<file path="src/rtl/id_ex_stage_pkg.sv">
// Shared definitions for the ID/EX pipeline register: FSM encoding, ALU op width,
// the hard-wired zero register index and the EX control bundle layout.
package id_ex_stage_pkg;

  localparam int ALUOP_W = 4;

  localparam logic [4:0] REG_ZERO = 5'd0;

  typedef enum logic [1:0] {
    ST_RUN    = 2'd0,
    ST_BUBBLE = 2'd1,
    ST_HOLD   = 2'd2
  } state_e;

  typedef struct packed {
    logic reg_write;
    logic mem_read;
    logic mem_write;
    logic mem_to_reg;
    logic alu_src;
    logic reg_dst;
  } ex_ctrl_t;

endpackage

</file>
<file path="src/rtl/id_ex_stage_hazard_detect.sv">
// Combinational load-use compare between the load sitting in EX and the
// instruction currently decoded in ID.
module hazard_detect
  import id_ex_stage_pkg::*;
(
  input  logic       ex_valid_i,
  input  logic       ex_mem_read_i,
  input  logic [4:0] ex_write_reg_i,
  input  logic       id_valid_i,
  input  logic [4:0] id_rs_i,
  input  logic [4:0] id_rt_i,
  input  logic       id_mem_write_i,
  input  logic       id_alu_src_i,
  output logic       hazard_o
);

  logic ex_is_load;
  logic rt_match;

  assign ex_is_load = ex_valid_i && ex_mem_read_i && (ex_write_reg_i != REG_ZERO);
  // rt only matters as an operand unless the instruction is a store using an immediate offset
  assign rt_match   = (ex_write_reg_i == id_rt_i) && (!id_mem_write_i || !id_alu_src_i);
  assign hazard_o   = ex_is_load && id_valid_i && ((ex_write_reg_i == id_rs_i) || rt_match);

endmodule

</file>
<file path="src/rtl/id_ex_stage.sv">
// ID/EX pipeline register with WB bypass, load-use bubble insertion, downstream hold
// and branch flush. All pipeline state lives here; hazard_detect is purely combinational.
module id_ex_stage #(
  parameter int ALUOP_W = id_ex_stage_pkg::ALUOP_W
) (
  input  logic               Clk,
  input  logic               Reset,
  input  logic               IdValid,
  input  logic [4:0]         IdRs,
  input  logic [4:0]         IdRt,
  input  logic [4:0]         IdRd,
  input  logic [31:0]        ReadData1,
  input  logic [31:0]        ReadData2,
  input  logic [31:0]        IdImm,
  input  logic [31:0]        IdPCPlus4,
  input  logic               IdRegWrite,
  input  logic               IdMemRead,
  input  logic               IdMemWrite,
  input  logic               IdMemToReg,
  input  logic               IdALUSrc,
  input  logic               IdRegDst,
  input  logic [ALUOP_W-1:0] IdALUOp,
  input  logic               WbRegWrite,
  input  logic [4:0]         WbWriteRegister,
  input  logic [31:0]        WbWriteData,
  input  logic               ExtStall,
  input  logic               Flush,
  output logic               ExValid,
  output logic [4:0]         ExRs,
  output logic [4:0]         ExRt,
  output logic [4:0]         ExRd,
  output logic [31:0]        ExData1,
  output logic [31:0]        ExData2,
  output logic [31:0]        ExImm,
  output logic [31:0]        ExPCPlus4,
  output logic               ExRegWrite,
  output logic               ExMemRead,
  output logic               ExMemWrite,
  output logic               ExMemToReg,
  output logic               ExALUSrc,
  output logic               ExRegDst,
  output logic [ALUOP_W-1:0] ExALUOp,
  output logic [4:0]         ExWriteReg,
  output logic               HazardStall,
  output logic [7:0]         BubbleCount
);

  import id_ex_stage_pkg::*;

  state_e             state_q, state_d;
  ex_ctrl_t           ctrl_q, ctrl_d, id_ctrl;
  logic               valid_q, valid_d;
  logic [ALUOP_W-1:0] aluop_q, aluop_d;
  logic [4:0]         rs_q, rs_d, rt_q, rt_d, rd_q, rd_d, wr_q, wr_d;
  logic [31:0]        d1_q, d1_d, d2_q, d2_d, imm_q, imm_d, pc_q, pc_d;
  logic [7:0]         cnt_q, cnt_d;
  logic               flush_pend_q, flush_pend_d;
  logic               hazard_raw, flush_req, do_hold, do_bubble;
  logic               wb_hit_id_rs, wb_hit_id_rt, wb_hit_ex_rs, wb_hit_ex_rt;

  hazard_detect u_hazard_detect (
    .ex_valid_i     (valid_q),
    .ex_mem_read_i  (ctrl_q.mem_read),
    .ex_write_reg_i (wr_q),
    .id_valid_i     (IdValid),
    .id_rs_i        (IdRs),
    .id_rt_i        (IdRt),
    .id_mem_write_i (IdMemWrite),
    .id_alu_src_i   (IdALUSrc),
    .hazard_o       (hazard_raw)
  );

  // a flush seen during a hold is remembered so it lands on the first free edge
  assign flush_req   = Flush || flush_pend_q;
  assign HazardStall = hazard_raw && !flush_req && !Reset;

  assign wb_hit_id_rs = WbRegWrite && (WbWriteRegister != REG_ZERO) && (WbWriteRegister == IdRs);
  assign wb_hit_id_rt = WbRegWrite && (WbWriteRegister != REG_ZERO) && (WbWriteRegister == IdRt);
  assign wb_hit_ex_rs = WbRegWrite && (WbWriteRegister != REG_ZERO) && (WbWriteRegister == rs_q);
  assign wb_hit_ex_rt = WbRegWrite && (WbWriteRegister != REG_ZERO) && (WbWriteRegister == rt_q);

  always_comb begin
    id_ctrl            = '0;
    id_ctrl.reg_write  = IdRegWrite;
    id_ctrl.mem_read   = IdMemRead;
    id_ctrl.mem_write  = IdMemWrite;
    id_ctrl.mem_to_reg = IdMemToReg;
    id_ctrl.alu_src    = IdALUSrc;
    id_ctrl.reg_dst    = IdRegDst;
    if (!IdValid) id_ctrl = '0;
  end

  always_comb begin
    state_d   = ST_RUN;
    do_hold   = 1'b0;
    do_bubble = 1'b0;
    if (ExtStall) begin
      do_hold = 1'b1;
      state_d = ST_HOLD;
    end else begin
      unique case (state_q)
        ST_RUN, ST_HOLD: do_bubble = flush_req || HazardStall;
        // EX holds a bubble here, so only a flush can extend it
        ST_BUBBLE:       do_bubble = flush_req;
        default:         do_bubble = flush_req || HazardStall;
      endcase
      state_d = do_bubble ? ST_BUBBLE : ST_RUN;
    end
  end

  always_comb begin
    valid_d      = valid_q;
    ctrl_d       = ctrl_q;
    aluop_d      = aluop_q;
    rs_d         = rs_q;
    rt_d         = rt_q;
    rd_d         = rd_q;
    wr_d         = wr_q;
    d1_d         = d1_q;
    d2_d         = d2_q;
    imm_d        = imm_q;
    pc_d         = pc_q;
    cnt_d        = cnt_q;
    flush_pend_d = 1'b0;
    if (do_hold) begin
      flush_pend_d = flush_req;
      if (wb_hit_ex_rs) d1_d = WbWriteData;
      if (wb_hit_ex_rt) d2_d = WbWriteData;
    end else begin
      rs_d  = IdRs;
      rt_d  = IdRt;
      rd_d  = IdRd;
      wr_d  = IdRegDst ? IdRd : IdRt;
      d1_d  = wb_hit_id_rs ? WbWriteData : ReadData1;
      d2_d  = wb_hit_id_rt ? WbWriteData : ReadData2;
      imm_d = IdImm;
      pc_d  = IdPCPlus4;
      if (do_bubble) begin
        valid_d = 1'b0;
        ctrl_d  = '0;
        aluop_d = '0;
        if (cnt_q != 8'hFF) cnt_d = cnt_q + 8'd1;
      end else begin
        valid_d = IdValid;
        ctrl_d  = id_ctrl;
        aluop_d = IdValid ? IdALUOp : '0;
      end
    end
  end

  always_ff @(posedge Clk) begin
    if (Reset) begin
      state_q      <= ST_RUN;
      valid_q      <= 1'b0;
      ctrl_q       <= '0;
      aluop_q      <= '0;
      rs_q         <= '0;
      rt_q         <= '0;
      rd_q         <= '0;
      wr_q         <= '0;
      d1_q         <= '0;
      d2_q         <= '0;
      imm_q        <= '0;
      pc_q         <= '0;
      cnt_q        <= '0;
      flush_pend_q <= 1'b0;
    end else begin
      state_q      <= state_d;
      valid_q      <= valid_d;
      ctrl_q       <= ctrl_d;
      aluop_q      <= aluop_d;
      rs_q         <= rs_d;
      rt_q         <= rt_d;
      rd_q         <= rd_d;
      wr_q         <= wr_d;
      d1_q         <= d1_d;
      d2_q         <= d2_d;
      imm_q        <= imm_d;
      pc_q         <= pc_d;
      cnt_q        <= cnt_d;
      flush_pend_q <= flush_pend_d;
    end
  end

  assign ExValid     = valid_q;
  assign ExRs        = rs_q;
  assign ExRt        = rt_q;
  assign ExRd        = rd_q;
  assign ExData1     = d1_q;
  assign ExData2     = d2_q;
  assign ExImm       = imm_q;
  assign ExPCPlus4   = pc_q;
  assign ExRegWrite  = ctrl_q.reg_write;
  assign ExMemRead   = ctrl_q.mem_read;
  assign ExMemWrite  = ctrl_q.mem_write;
  assign ExMemToReg  = ctrl_q.mem_to_reg;
  assign ExALUSrc    = ctrl_q.alu_src;
  assign ExRegDst    = ctrl_q.reg_dst;
  assign ExALUOp     = aluop_q;
  assign ExWriteReg  = wr_q;
  assign BubbleCount = cnt_q;

endmodule

</file>
<file path="config.mk">
export PLATFORM = sky130hd
export DESIGN_NAME = id_ex_stage
export DESIGN_NICKNAME = d
export VERILOG_FILES = /design/src/rtl/id_ex_stage_pkg.sv /design/src/rtl/id_ex_stage_hazard_detect.sv /design/src/rtl/id_ex_stage.sv
export SDC_FILE = /design/constraint.sdc
export NUM_CORES = 1
export LEC_CHECK = 0
export CORE_MARGIN = 8
export CORE_UTILIZATION = 43
export DETAILED_ROUTE_END_ITERATION = 8
export PLACE_DENSITY = 0.91
export SLEW_MARGIN = 40
export SYNTH_ARGS = -nofsm -noshare
export SYNTH_HDL_FRONTEND = slang
export SYNTH_SLANG_ARGS = --single-unit
</file>
<file path="constraint.sdc">
create_clock -name Clk -period 4.8 [get_ports Clk]
set_clock_uncertainty 0.15 [all_clocks]
set_input_delay 0.48 -clock Clk [delete_from_list [all_inputs] [get_ports Clk]]
set_output_delay 0.48 -clock Clk [all_outputs]
set_load 0.02 [all_outputs]
</file>
==> reports/summary.log, run 1 <==
INFO  clock_tree     cts-root-to-sink-buffers=2
INFO  die            dieHeight=145.2um
INFO  critical_path  cpMostUsedCell=sky130_fd_sc_hd__clkdlybuf4s50_1
INFO  critical_path  worst_setup_path_end_kind=output port
INFO  clock_tree     cts_repair_resized_insts=0
INFO  logic_synthesis synth_top_cell_by_area=sky130_fd_sc_hd__dfxtp_1
INFO  drt            drt-wirelength-per-cell=19.44um
INFO  logic_synthesis post_synth_inst_count=703
INFO  critical_path  crit_path_cell_trace=clkdlybuf4s50_1 > xor2_1 > nor4_1 > a22oi_1 > nor2_1 > clkdlybuf4s50_1
INFO  logic_synthesis synth-edff-count=0
INFO  critical_path  critPathBufInv=2
INFO  place          placement.io_buffers=363
INFO  timing         finalSetupViolCount=0
INFO  hold_path      hold_class=primary input to flip-flop
INFO  global_routing largest_net_degree_at_the_start_of_global_routing=83
INFO  die            initial_standard_cell_utilization_of_the_core=43.59%
INFO  place          dp.final_hpwl=18.74mm
INFO  clock_tree     postCtsSetupRepairBufs=0
INFO  layout         layout-drive-gt1-share=7.054%
INFO  critical_path  worst_ep_required_time=4.17ns
INFO  logic_synthesis ys_dominant_reg_cell=sky130_fd_sc_hd__dfxtp_1
INFO  critical_path  critical-path-max-stage-delay=0.63ns
INFO  status         outcome=complete, no violations
INFO  layout         finalCoreUtilization=69.98%
INFO  global_routing grt_pass1_vias=6807
INFO  clock_tree     cts_num_sinks=170
INFO  drt            remaining_routing_drc_violations=0
INFO  critical_path  cp_slowest_cell=sky130_fd_sc_hd__clkdlybuf4s50_1
INFO  die            io_pins=364
INFO  die            die-area=21080um^2
INFO  layout         multi_input_area=3506um^2
INFO  die            die-width=145.2um
INFO  drt            finalWirelength=24.67mm
INFO  clock_tree     root_buffer=sky130_fd_sc_hd__clkbuf_16
INFO  global_routing grt_pass1_wl=38.36mm
INFO  die            fp-row-count=47
INFO  layout         insertedDiodeCount=0
INFO  timing         worst_slew_pin_slew=0.7405ns
INFO  global_routing grt_usage=22.76%
INFO  timing         drv_slew=0
INFO  timing         slew_headroom=50.63%
INFO  timing         rsz_0062_raised_after_global_routing=false
INFO  layout         final_cell_area=11520um^2
INFO  drt            detail_route.vias_per_cell=5.104
INFO  timing         final-hold-violation-count=0
INFO  critical_path  worstPathArrival=2.53ns
INFO  global_routing initial_antenna_violation_count=0
INFO  pwr            power.density_cell_area=328.2nW/um^2
INFO  logic_synthesis async_flop_share=0%
INFO  drt            router_iterations_before_antenna_repair=4
INFO  logic_synthesis netlist_area=7177um^2
INFO  clock_tree     post_cts_hold_buffer_count=0
INFO  clock_tree     cts_h_tree_depth=4
INFO  clock_tree     clk_transition_reported_paths=0.07ns
INFO  logic_synthesis synth_top_cells_by_area=sky130_fd_sc_hd__dfxtp_1 (47%), sky130_fd_sc_hd__mux2i_1 (21%), sky130_fd_sc_hd__nor2_1 (8.4%)
INFO  layout         layout.filler_cells=1200
INFO  place          dpl_cell_area=10890um^2
INFO  layout         regArea=3403um^2
INFO  timing         finalCriticalPeriod=3.160ns
INFO  critical_path  criticalPathCategory=primary input to output port
INFO  timing         timing.setup.tns=0ns
INFO  logic_synthesis postSynthAreaPerCell=10.21um^2
INFO  layout         nNetsFinal=1233
INFO  logic_synthesis synth.lib_cells_used.distinct=39
INFO  drt            dr.first_iter.drc_count=318
INFO  timing         timing.final.crit_share=65.84%
INFO  clock_tree     cts-buffers-inserted=17
INFO  logic_synthesis postSynthNetCount=900
INFO  clock_tree     cts_tree=done
INFO  run            max-cap-violations=0
INFO  pwr            power.ir.vdd_worst=0.2313mV
INFO  logic_synthesis synth-seq-cells=170
INFO  drt            route.antenna.remaining_nets=0
INFO  critical_path  critical-path-top-delay-family=buffers and inverters
INFO  logic_synthesis synth.top_cell.area_share=47.42%
INFO  pwr            fin_total_pwr=3782uW
INFO  logic_synthesis synthesis.yosys.warnings=0
INFO  die            design.core.area=16470um^2
INFO  drt            dr_total_vias=6477
INFO  global_routing gr-total-overflow=0
INFO  timing         timing.fmax=316.4MHz
INFO  clock_tree     clock_latency=0.42ns
INFO  critical_path  worst_setup_path_start_kind=primary input
INFO  place          routabilityCongestion=0.8079
INFO  critical_path  timing.critical_path.fanout_max=4
INFO  layout         area_growth=60.57%
INFO  pwr            p_leak=0.004681uW
INFO  logic_synthesis synth_sequential_area_ratio=47.42%
==> registers in the layout, summed over array words and instances, names as in the netlist, 2 cells and up <==
register	cells
ExData1	32
ExData2	32
ExWriteReg	5
ExImm	32
ExRs	5
ExRd	5
ExRt	5
ExPCPlus4	32
ExALUOp	4
BubbleCount	8
state_q	2
==> area by class of cell <==
cell class                 instances  area share, %
sequential                       170          29.53
multi-input combinational        474          30.42
inverter                           2        0.06515
timing repair buffer             371          32.18
clock buffer                      18          3.811
tap                              220          2.389
clock inverter                    14          1.596
==> cell usage after synthesis, types with 2 or more instances <==
cell type	number
sky130_fd_sc_hd__dfxtp_1	170
sky130_fd_sc_hd__nor2_1	160
sky130_fd_sc_hd__mux2i_1	148
sky130_fd_sc_hd__clkbuf_1	44
sky130_fd_sc_hd__a211oi_1	42
sky130_fd_sc_hd__a211oi_2	22
sky130_fd_sc_hd__xor2_1	20
sky130_fd_sc_hd__a21oi_1	13
sky130_fd_sc_hd__a22o_1	10
sky130_fd_sc_hd__xnor2_1	10
sky130_fd_sc_hd__or4_1	7
sky130_fd_sc_hd__nand3_1	5
sky130_fd_sc_hd__o31ai_1	5
sky130_fd_sc_hd__buf_8	4
sky130_fd_sc_hd__buf_1	3
sky130_fd_sc_hd__buf_2	3
sky130_fd_sc_hd__buf_6	3
sky130_fd_sc_hd__nand2_1	3
sky130_fd_sc_hd__nor2b_1	3
sky130_fd_sc_hd__nor3_1	3
sky130_fd_sc_hd__a31oi_4	2
sky130_fd_sc_hd__inv_1	2
sky130_fd_sc_hd__nor4_1	2
sky130_fd_sc_hd__nor4_2	2
sky130_fd_sc_hd__o21ai_0	2
sky130_fd_sc_hd__o41ai_2	2
==> through the flow <==
stage               cells  hold slack [ns]  setup slack [ns]
floorplan             703           0.3040             2.246
global placement     1237           0.3063             1.378
detailed placement   1237           0.3107             1.290
CTS                  1269           0.2199             1.678
global route         1269           0.2289             1.595
finish               1269           0.2376             1.640
==> worst paths after layout <==
check	start	end	slack, ns	cells after the start
max	IdRt[3]	HazardStall	1.64	6
min	Reset	ExData1[10]$_SDFFE_PP0P_	0.24	2
max reg2reg	ExWriteReg[4]$_SDFFE_PP0N_	BubbleCount[5]$_SDFFE_PP0P_	2.24	6
min reg2reg	ExALUOp[1]$_SDFFE_PP0N_	ExALUOp[1]$_SDFFE_PP0N_	0.33	1
==> cell families after synthesis <==
family                   share of synthesized area [%]
AND/OR/NAND/NOR                                  11.11
flip-flops                                       47.42
multiplexers                                     20.80
AO/OA/AOI/OAI                                    12.76
buffers and inverters                            4.079
XOR/XNOR                                         3.661
adder cells (fa/ha/maj)                         0.1743
==> cell usage in the layout, fill, tap and decap left out, drive strengths merged, types with 3 or more instances in the layout <==
master | synthesis | final
nor4 | 4 | 4
o31ai | 5 | 5
inv | 2 | 8
nor2 | 160 | 160
xnor2 | 10 | 10
nor3 | 3 | 3
a21oi | 13 | 13
bufinv | 0 | 3
nand3 | 5 | 5
buf | 13 | 10
a22o | 10 | 10
mux2i | 148 | 148
xor2 | 20 | 20
nor2b | 3 | 3
dfxtp | 170 | 170
clkbuf | 44 | 18
o21ai | 3 | 3
clkinv | 0 | 5
clkdlybuf4s50 | 0 | 361
or4 | 7 | 7
a211oi | 64 | 64
nand2 | 3 | 3
==> metal layers <==
layer  global-route usage (%)  wire (um)  part of all wire, %  vias to the layer above
li1                         -          -                    -                     3152
met1                    23.59       9253                   38                     3009
met2                    39.21      12220                   50                      281
met3                    11.41       2661                   11                       35
met4                    7.808        533                  2.2                        0
met5                        0          0                    0                        -
==> where the power goes <==
group / switching (uW) / internal [uW]
logic: 369 / 408
registers: 54.4 / 1500
clock network: 601 / 848
total: 1030 / 2760
(Power assumes the default switching activity.)
==> inputs of run 2 (changes only) <==
- CORE_UTILIZATION: 43 -> 36
- PLACE_DENSITY: 0.91 -> 0.81
- clock period: 4.8 -> 2.8 ns (I/O delays scaled with it)
==> run 2 against run 1 <==
Net effect: combinational power rose by 76%; via count barely moved; worst hold slack got worse by 0.20 ns; sequential cell count did not move; total power rose by 69%; cell count rose by 4.9%; wire length fell by 0.36%; sequential share of layout area fell by 0.56 points; first-iteration DRC count fell by 30%; critical path depth fell by 2; non-clock buffer count rose by 17; largest power group unchanged.
==> reports/summary.log, run 2 (synthesized netlist as in run 1, its figures left out) <==
INFO  status         outcome=complete, no violations [unchanged]
INFO  place          dpl_cell_area=11160um^2 [was 10890 um^2]
INFO  clock_tree     cts_h_tree_depth=4 [unchanged]
INFO  timing         post-route-worst-setup-slack=0.1203ns [was 1.640 ns]
INFO  critical_path  timing.critical_path.fanout_max=5 [was 4]
INFO  die            design.core.area=19530um^2 [was 16470 um^2]
INFO  drt            detail_route.vias_per_cell=4.865 [was 5.104]
INFO  critical_path  worstPathArrival=2.25ns [was 2.53 ns]
INFO  critical_path  crit_path_cell_trace=or4_1 > o211ai_1 > nor2_1 > clkdlybuf4s50_1 [was clkdlybuf4s50_1 > xor2_1 > nor4_1 > a22oi_1 > nor2_1 > clkdlybuf4s50_1]
INFO  clock_tree     cts_tree=done [unchanged]
INFO  layout         area_growth=63.67% [was 60.57%]
INFO  critical_path  worst_setup_path_start_kind=flip-flop [was primary input]
INFO  critical_path  setup.worst_path.start=ExWriteReg[0]$_SDFFE_PP0N_ [was IdRt[3]]
INFO  timing         timing.final.crit_share=95.70%
INFO  drt            finalWirelength=24.58mm [was 24.67 mm]
INFO  layout         insertedDiodeCount=0 [unchanged]
INFO  global_routing grt_usage=18.98% [was 22.76%]
INFO  drt            dr_total_vias=6475 [was 6477]
INFO  timing         timing.fmax=373.2MHz
INFO  drt            router_iterations_before_antenna_repair=4 [unchanged]
INFO  place          routabilityCongestion=0.8371 [was 0.8079]
INFO  critical_path  ff2ff_setup_slack=0.34ns [was 2.24 ns]
INFO  clock_tree     cts_repair_resized_insts=0 [unchanged]
INFO  timing         timing.setup.tns=0ns [unchanged]
INFO  global_routing largest_net_degree_at_the_start_of_global_routing=160 [was 83]
INFO  timing         slew_headroom=43.64% [was 50.63%]
INFO  clock_tree     cts-buffers-inserted=17 [unchanged]
INFO  die            io_pins=364 [unchanged]
INFO  critical_path  worst_setup_path_end_kind=output port [unchanged]
INFO  pwr            power.ir.vdd_worst=0.4424mV [was 0.2313 mV]
INFO  timing         final-hold-violation-count=0 [unchanged]
INFO  layout         final_cell_area=11750um^2 [was 11520 um^2]
INFO  die            fp-row-count=51 [was 47]
INFO  global_routing grt_pass1_wl=36.64mm [was 38.36 mm]
INFO  critical_path  worst_r2r_endpoint=BubbleCount[5]$_SDFFE_PP0P_ [unchanged]
INFO  hold_path      hold_path_startpoint=Reset [unchanged]
INFO  pwr            power.density_cell_area=542.9nW/um^2 [was 328.2 nW/um^2]
INFO  clock_tree     postCtsSetupRepairBufs=0 [unchanged]
INFO  layout         nNetsFinal=1250 [was 1233]
INFO  critical_path  cp_slowest_cell=sky130_fd_sc_hd__or4_1 [was sky130_fd_sc_hd__clkdlybuf4s50_1]
INFO  drt            drt-wirelength-per-cell=18.47um [was 19.44 um]
INFO  critical_path  critical_path.endpoint=HazardStall [unchanged]
INFO  drt            dr.first_iter.drc_count=223 [was 318]
INFO  clock_tree     post_cts_hold_buffer_count=0 [unchanged]
INFO  global_routing grt_pass1_vias=6601 [was 6807]
INFO  global_routing initial_antenna_violation_count=0 [unchanged]
INFO  die            die-area=24710um^2 [was 21080 um^2]
INFO  layout         final_cell_mix=sky130_fd_sc_hd__clkdlybuf4s50_1 (361), sky130_fd_sc_hd__dfxtp_1 (170), sky130_fd_sc_hd__nor2_1 (160) [unchanged]
INFO  clock_tree     cts-root-to-sink-buffers=2 [unchanged]
INFO  timing         finalSetupViolCount=0 [unchanged]
INFO  critical_path  worst_ep_required_time=2.37ns [was 4.17 ns]
INFO  clock_tree     cts_num_sinks=170 [unchanged]
INFO  timing         finalCriticalPeriod=2.680ns
INFO  run            max-cap-violations=0 [unchanged]
INFO  drt            remaining_routing_drc_violations=0 [unchanged]
INFO  place          placement.io_buffers=363 [unchanged]
INFO  drt            route.antenna.remaining_nets=0 [unchanged]
INFO  critical_path  criticalPathCategory=flip-flop to output port [was primary input to output port]
INFO  layout         layout-drive-gt1-share=8.443% [was 7.054%]
INFO  hold_path      hold_path_depth=2 [unchanged]
INFO  timing         rsz_0062_raised_after_global_routing=false [unchanged]
INFO  critical_path  critical-path-max-stage-delay=0.57ns [was 0.63 ns]
INFO  die            die-width=157.2um [was 145.2 um]
INFO  die            dieHeight=157.2um [was 145.2 um]
INFO  layout         mostFrequentLayoutCell=sky130_fd_sc_hd__clkdlybuf4s50_1 [unchanged]
INFO  clock_tree     root_buffer=sky130_fd_sc_hd__clkbuf_16 [unchanged]
INFO  place          dp.final_hpwl=18.78mm [was 18.74 mm]
INFO  place          preCtsSetupSlack=0.003892ns [was 1.290 ns]
INFO  critical_path  r2r_cells=6 [unchanged]
INFO  pwr            p_leak=0.004764uW [was 0.004681 uW]
INFO  global_routing gr-total-overflow=0 [unchanged]
INFO  die            initial_standard_cell_utilization_of_the_core=36.76% [was 43.59%]
INFO  clock_tree     clock_latency=0.41ns [was 0.42 ns]
INFO  timing         drv_slew=0 [unchanged]
INFO  critical_path  rr_startpoint=ExWriteReg[3]$_SDFFE_PP0N_ [was ExWriteReg[4]$_SDFFE_PP0N_]
INFO  clock_tree     clk_transition_reported_paths=0.07ns [about the same]
INFO  hold_path      hold_class=primary input to flip-flop [unchanged]
INFO  timing         worst_slew_pin_slew=0.8454ns [was 0.7405 ns]
## run 2: changes by cell type in the layout (fill, tap and decap cells not counted)
cell	change
sky130_fd_sc_hd__bufinv_16	-2
sky130_fd_sc_hd__clkbuf_1	+1
sky130_fd_sc_hd__clkinvlp_4	+2
sky130_fd_sc_hd__buf_4	+12
sky130_fd_sc_hd__buf_12	+7
sky130_fd_sc_hd__inv_8	+1
sky130_fd_sc_hd__inv_6	+2
sky130_fd_sc_hd__clkinv_4	-3
sky130_fd_sc_hd__buf_6	-2
sky130_fd_sc_hd__clkinv_2	-1
sky130_fd_sc_hd__clkbuf_8	-1
sky130_fd_sc_hd__clkinv_8	+1
## run 2: final cells by class
type	count	area, um^2
Fill cell	1692	7780
Timing Repair Buffer	388	3916
Clock buffer	18	429.2
Tap cell	265	331.6
Inverter	2	7.507
Clock inverter	14	152.6
Sequential cell	170	3403
Multi-Input combinational cell	474	3506
## run 2: worst max-delay path: cells and delay by family (launching register included)
| family | cells | cell delay, ns |
|---|---|---|
| buffers and inverters | 1 | 0.56 |
| AO/OA/AOI/OAI | 1 | 0.28 |
| flip-flops | 1 | 0.37 |
| AND/OR/NAND/NOR | 2 | 0.63 |
## run 2: layer usage
layer  wire length [um]  vias to the layer above  GRT usage (%)
met2              11910                      245          33.28
met4                511                        0          5.712
met5                  0                        -              0
met1               9359                     3025          19.53
met3               2802                       28          9.487
li1                   -                     3177              -
## run 2: power breakdown
part	internal (uW)	switching [uW]
Clock	1270	1080
Combinational	730	639
Sequential	2570	89.7
Total	4570	1810
## run 2: per-stage QoR
step | power, uW | hold slack [ns] | util [%] | cells
after floorplan | 3353 | 0.2631 | - | 703
after global placement | 4073 | 0.3059 | 57.16 | 1299
after detailed placement | 4095 | 0.3079 | 57.16 | 1299
after CTS | 6451 | 0.1166 | 60.14 | 1331
after global routing | 6640 | 0.02879 | 60.16 | 1331
final | 6377 | 0.04015 | 60.16 | 1331
## run 2: worst min path at each step
stage                              end  slack, ns
2_1_floorplan  ExALUOp[0]$_SDFFE_PP0N_       0.26
3_3_place_gp     ExALUSrc$_SDFFE_PP0N_       0.31
3_5_place_dp   ExALUOp[2]$_SDFFE_PP0N_       0.31
4_1_cts          state_q[1]$_SDFF_PP0_       0.12
5_1_grt          state_q[1]$_SDFF_PP0_       0.03
6_report         state_q[1]$_SDFF_PP0_       0.04
==> inputs of run 3 (changes only) <==
- CTS_CLUSTER_SIZE: not set -> 30
==> results of run 3 <==
No change in the layout: final DEF, timing and power equal those of run 2.
